`config.mk`:
```
export PLATFORM = sky130hd
export DESIGN_NAME = int_div_seq
export DESIGN_NICKNAME = d
export VERILOG_FILES = /design/src/rtl/int_div_pkg.sv /design/src/rtl/int_div_step.sv /design/src/rtl/int_div_seq.sv
export SDC_FILE = /design/constraint.sdc
export NUM_CORES = 1
export LEC_CHECK = 0
export ABC_AREA = 1
export ABC_CLOCK_PERIOD_IN_PS = 2550
export CORE_MARGIN = 5
export CORE_UTILIZATION = 25
export DETAILED_ROUTE_END_ITERATION = 10
export GPL_TIMING_DRIVEN = 0
export SYNTH_ARGS = -nofsm -noshare
export SYNTH_HDL_FRONTEND = slang
export SYNTH_SLANG_ARGS = --single-unit
```
`constraint.sdc`:
```
create_clock -name clk -period 2.55 [get_ports clk]
set_input_delay 0.51 -clock clk [delete_from_list [all_inputs] [get_ports clk]]
set_output_delay 0.51 -clock clk [all_outputs]
set_load 0.02 [all_outputs]
```
`src/rtl/int_div_pkg.sv`:
```
// int_div_pkg -- shared types and helpers for the sequential integer divider.
//
// Contents:
//   div_state_e : controller states (IDLE, PREP, CALC, FIX, DONE)
//   cnt_width() : width of the iteration counter for a given operand width
package int_div_pkg;

    typedef enum logic [2:0] {
        IDLE = 3'd0,
        PREP = 3'd1,
        CALC = 3'd2,
        FIX  = 3'd3,
        DONE = 3'd4
    } div_state_e;

    // Counter must be able to hold 0..width.
    function automatic int cnt_width(input int width);
        return $clog2(width + 1);
    endfunction

endpackage

```
`src/rtl/int_div_step.sv`:
```
// int_div_step -- one combinational radix-2 restoring division iteration.
//
// The pair {rem, quo} is shifted left by one, pulling the next dividend bit
// (quo MSB) into the partial remainder. The divisor magnitude is then
// trial-subtracted with a WIDTH+1-bit subtractor; a non-negative difference
// is kept and a 1 is shifted into the quotient, otherwise the shifted
// remainder is restored and a 0 is shifted in.
//
// Ports:
//   rem         : current partial remainder (always < divisor_mag)
//   quo         : quotient bits so far in the low part, unconsumed dividend
//                 bits in the high part
//   divisor_mag : unsigned divisor magnitude
//   next_rem    : partial remainder after this step
//   next_quo    : quotient/dividend register after this step
module int_div_step #(
    parameter int WIDTH = 8
) (
    input  logic [WIDTH-1:0] rem,
    input  logic [WIDTH-1:0] quo,
    input  logic [WIDTH-1:0] divisor_mag,
    output logic [WIDTH-1:0] next_rem,
    output logic [WIDTH-1:0] next_quo
);

    logic [WIDTH:0] shifted;
    logic [WIDTH:0] diff;
    logic           negative;

    assign shifted  = {rem, quo[WIDTH-1]};
    assign diff     = shifted - {1'b0, divisor_mag};
    assign negative = diff[WIDTH];

    always_comb begin
        next_quo = {quo[WIDTH-2:0], ~negative};
        next_rem = '0;
        if (negative) begin
            next_rem = shifted[WIDTH-1:0];
        end else begin
            // rem < divisor_mag on entry, so the difference fits in WIDTH bits.
            next_rem = diff[WIDTH-1:0];
        end
    end

endmodule

```
`src/rtl/int_div_seq.sv`:
```
// int_div_seq -- multi-cycle radix-2 restoring integer divider.
//
// Computes quotient and remainder of dividend/divisor, unsigned or signed
// (truncating toward zero, remainder takes the dividend's sign). Division by
// zero and signed MIN/-1 produce RISC-V style results and raise a flag.
// Latency is fixed at WIDTH+2 edges from accept to out_valid.
//
// Ports:
//   clk, rst            : clock, synchronous active-high reset
//   in_valid / in_ready : operand handshake (in_ready only in IDLE)
//   in_signed           : signed operation (ignored when SIGNED_EN == 0)
//   dividend, divisor   : operands, sampled at accept
//   out_valid/out_ready : result handshake, result held until consumed
//   quotient, remainder : results
//   div_by_zero         : divisor was zero
//   overflow            : signed MIN / -1
//   busy                : any state other than IDLE
module int_div_seq
    import int_div_pkg::*;
#(
    parameter int WIDTH     = 8,
    parameter bit SIGNED_EN = 1'b1
) (
    input  logic             clk,
    input  logic             rst,
    input  logic             in_valid,
    output logic             in_ready,
    input  logic             in_signed,
    input  logic [WIDTH-1:0] dividend,
    input  logic [WIDTH-1:0] divisor,
    output logic             out_valid,
    input  logic             out_ready,
    output logic [WIDTH-1:0] quotient,
    output logic [WIDTH-1:0] remainder,
    output logic             div_by_zero,
    output logic             overflow,
    output logic             busy
);

    localparam int                 CNT_W    = cnt_width(WIDTH);
    localparam logic [CNT_W-1:0]   CNT_LAST = CNT_W'(WIDTH - 1);
    localparam logic [WIDTH-1:0]   MIN_VAL  = {1'b1, {(WIDTH-1){1'b0}}};

    div_state_e       state_q;
    div_state_e       state_d;
    logic [CNT_W-1:0] cnt_q;

    // Captured operands and mode.
    logic [WIDTH-1:0] a_raw_q;
    logic [WIDTH-1:0] b_raw_q;
    logic             sgn_q;

    // Working registers.
    logic [WIDTH-1:0] rem_q;
    logic [WIDTH-1:0] quo_q;
    logic [WIDTH-1:0] b_mag_q;
    logic             q_neg_q;
    logic             r_neg_q;
    logic             dz_q;
    logic             ovf_q;

    // Combinational helpers.
    logic             sign_a;
    logic             sign_b;
    logic [WIDTH-1:0] a_abs;
    logic [WIDTH-1:0] b_abs;
    logic [WIDTH-1:0] step_rem;
    logic [WIDTH-1:0] step_quo;
    logic [WIDTH-1:0] fix_q;
    logic [WIDTH-1:0] fix_r;

    int_div_step #(
        .WIDTH(WIDTH)
    ) u_step (
        .rem        (rem_q),
        .quo        (quo_q),
        .divisor_mag(b_mag_q),
        .next_rem   (step_rem),
        .next_quo   (step_quo)
    );

    // Operand magnitudes; the magnitude of MIN is MIN itself read unsigned.
    always_comb begin
        sign_a = sgn_q & a_raw_q[WIDTH-1];
        sign_b = sgn_q & b_raw_q[WIDTH-1];
        a_abs  = sign_a ? (~a_raw_q + 1'b1) : a_raw_q;
        b_abs  = sign_b ? (~b_raw_q + 1'b1) : b_raw_q;
    end

    // Sign correction followed by special-case substitution.
    always_comb begin
        fix_q = q_neg_q ? (~quo_q + 1'b1) : quo_q;
        fix_r = r_neg_q ? (~rem_q + 1'b1) : rem_q;
        if (dz_q) begin
            fix_q = '1;
            fix_r = a_raw_q;
        end else if (ovf_q) begin
            fix_q = MIN_VAL;
            fix_r = '0;
        end
    end

    // State register.
    always_ff @(posedge clk) begin
        if (rst) begin
            state_q <= IDLE;
        end else begin
            state_q <= state_d;
        end
    end

    // Next state and handshake outputs.
    always_comb begin
        state_d   = state_q;
        in_ready  = 1'b0;
        out_valid = 1'b0;
        busy      = 1'b1;
        case (state_q)
            IDLE: begin
                in_ready = 1'b1;
                busy     = 1'b0;
                if (in_valid) begin
                    state_d = PREP;
                end
            end
            PREP: begin
                state_d = CALC;
            end
            CALC: begin
                if (cnt_q == CNT_LAST) begin
                    state_d = FIX;
                end
            end
            FIX: begin
                state_d = DONE;
            end
            DONE: begin
                out_valid = 1'b1;
                if (out_ready) begin
                    state_d = IDLE;
                end
            end
            default: begin
                state_d = IDLE;
            end
        endcase
    end

    // Datapath.
    always_ff @(posedge clk) begin
        if (rst) begin
            cnt_q       <= '0;
            a_raw_q     <= '0;
            b_raw_q     <= '0;
            sgn_q       <= 1'b0;
            rem_q       <= '0;
            quo_q       <= '0;
            b_mag_q     <= '0;
            q_neg_q     <= 1'b0;
            r_neg_q     <= 1'b0;
            dz_q        <= 1'b0;
            ovf_q       <= 1'b0;
            quotient    <= '0;
            remainder   <= '0;
            div_by_zero <= 1'b0;
            overflow    <= 1'b0;
        end else begin
            case (state_q)
                IDLE: begin
                    if (in_valid) begin
                        a_raw_q <= dividend;
                        b_raw_q <= divisor;
                        sgn_q   <= SIGNED_EN && in_signed;
                    end
                end
                PREP: begin
                    cnt_q   <= '0;
                    rem_q   <= '0;
                    quo_q   <= a_abs;
                    b_mag_q <= b_abs;
                    q_neg_q <= sign_a ^ sign_b;
                    r_neg_q <= sign_a;
                    dz_q    <= (b_raw_q == '0);
                    ovf_q   <= sgn_q && (a_raw_q == MIN_VAL) && (b_raw_q == '1);
                end
                CALC: begin
                    rem_q <= step_rem;
                    quo_q <= step_quo;
                    cnt_q <= cnt_q + CNT_W'(1);
                end
                FIX: begin
                    quotient    <= fix_q;
                    remainder   <= fix_r;
                    div_by_zero <= dz_q;
                    overflow    <= ovf_q & ~dz_q;
                    cnt_q       <= '0;
                end
                default: begin
                end
            endcase
        end
    end

endmodule

```
==> metrics.txt <==
CTS max path bufs 2; clock sinks 70; Pins Over Slew Limit 0; sequential fraction of the synthesis area 35.60%; Slew Limit Headroom 54.68%; starting DRC count in detailed routing 330; Die Wd 135.5 um; Syn. warnings 0; Post-Syn Nets 573; area of the core 15310 um^2; Fin Hold WS 0.4701 ns; Vias/cell 4.634; crit start category flop; Peak Freq 430.2 MHz; FF+latch count, synth 70; final setup vio count 0; Cell Area, Synth 3936 um^2; crit end category output port; EDFF count, synth 0; Tightest Pin Transition 0.6798 ns; routed len/inst 13.89 um; Async S/R FF share, synth 0%; clock latency on the worst-skew pair 0.34 ns; status finished, final reports clean; Rows 45; most frequent cells in the layout 107 x nand2_1, 70 x dfxtp_1, 62 x inv_1; H-tree depth 3; drt drc 0; number of fill cells 1687; Hold Buf Count CTS 0; Starting Density 25.70%; CTS tree yes; DP Area 4601 um^2; DRT Pass-1 Iters 5; Top Ports 42; DRT Wirelength 11170 um; P_leak 1.928 nW; Mean Syn Cell Area 7.330 um^2; critical path fanouts, max 6; max cap viols 0; dpl hpwl 8685 um; number of hold violations in the final report 0; CTS Buf Count 9; post-route antenna net violation count 0; count of different cell masters after synthesis 41; IO buf count 40; fin crit period 2.325 ns; Via Count 3726; vias in the first global route 3486; Inserted Diodes 0; total area of sequential cells 1401 um^2; power per cell area 931.8 nW/um^2; Area growth syn-to-layout 25.40%; Post CTS Setup Buffer Count 0; commonest non-fill, non-tap cell in the layout nand2_1; antenna violations before repair 0; CP arrival 1.81 ns; area of the multi-input gates 2148 um^2; fin nets 624; post-cts resize count 0; layout cell share with drive strength beyond 1 11.64%; cell area after layout 4936 um^2; crit share post-route 91.16%; Clock Pin Slew Worst Setup and Hold Paths 0.06 ns; Placed Cells 788; Syn Inst Count 537; critical path type reg2out; Top FF cell, synth dfxtp_1; global-route wire length before repair 18090 um; Worst Path Required 2.04 ns; Overflow after GRT 0; Fin Setup TNS 0 ns; Root Buffer Master clkbuf_16; VDD IR-drop max 0.4318 mV; die height 135.5 um; die area 18350 um^2; Tot GR Track Use 12.41%; RSZ-0062 raised after global routing false; GP Congestion 0.8371; clk_skew 0.007437 ns; Layout Cells excl Fill 804; pin count of the biggest net entering global routing 12; Hold Crit Class reg2reg
-- metrics by stage --
stage / worst slack [ns] / utilization, % / total power, mW
4_1_cts: 0.2082 / 32.23 / 4.610
3_3_place_gp: 0.3988 / 30.04 / 3.194
6_report: 0.2253 / 32.23 / 4.599
2_1_floorplan: 0.7000 / - / 2.753
3_5_place_dp: 0.4102 / 30.04 / 3.203
5_1_grt: 0.1421 / 32.23 / 4.911
-- per-layer routing --
| metal | part of all wire (%) | global-route usage [%] | routed length (um) |
|---|---|---|---|
| met1 | 50 | 17.59 | 5597 |
| met2 | 41 | 18.17 | 4590 |
| met3 | 7.8 | 3.789 | 874 |
| met4 | 0.96 | 3.415 | 107 |
| met5 | 0 | 0 | 0 |
-- flip-flops by register name (all words and copies together) (netlist names), 3 cells and up --
name       cells
a_raw_q        8
remainder      8
quo_q          8
b_raw_q        8
state_q        3
cnt_q          4
quotient       8
b_mag_q        8
rem_q          8
-- cells in the mapped netlist, drive strengths merged (8+ instances only) --
library cell  instances  area share, %
clkbuf               10           0.99
nor3                  8            1.1
nand3                60            8.5
a21oi                58            8.1
nand2               122             13
xor2                 10            2.2
buf                   8            1.6
inv                  71            7.2
nor2                 25            3.8
ha                   14            4.5
dfxtp                70             36
a31oi                14            2.5
o21ai                37            4.7
-- final cells by class --
class,count,area share [%]
multi-input cells,377,43.52
inverters,72,5.779
plain buffers,18,2.053
clock inverters,3,1.318
flip-flops and latches,70,28.39
well taps,211,5.349
repair buffers,40,8.112
clock buffers,13,5.475
-- report_power, final --
group / switching (mW) / leakage, nW / internal (mW)
Sequential: 0.141 / 0.570 / 1.23
Clock: 0.468 / 0.166 / 0.935
Combinational: 1.17 / 1.19 / 0.661
-- path summary, 6_finish.rpt --
path / startpoint / end / slack [ns] / cells after the start
max: state_q[0]$_SDFFE_PP0P_ / busy / 0.23 / 5
min: quotient[0]$_SDFFE_PP0N_ / quotient[0]$_SDFFE_PP0N_ / 0.47 / 2
max reg2reg: quo_q[7]$_SDFFE_PP0N_ / rem_q[6]$_SDFFE_PP0N_ / 0.37 / 12
min reg2reg: quotient[0]$_SDFFE_PP0N_ / quotient[0]$_SDFFE_PP0N_ / 0.47 / 2
-- worst max-delay path, stage by stage, from the launching register on --
cell,delay [ns]
dfxtp_1,0.47
inv_2,0.09
nand2_4,0.13
nor2_4,0.08
inv_1,0.10
clkdlybuf4s50_1,0.60
-- cell families after synthesis --
logic type / synth area share, %
XOR/XNOR: 2.893
AND/OR/NAND/NOR: 28.51
buffers and inverters: 9.822
adder cells (fa/ha/maj): 4.959
AO/OA/AOI/OAI: 18.21
flip-flops: 35.60
No activity file was read; power rests on OpenSTA's default activity.
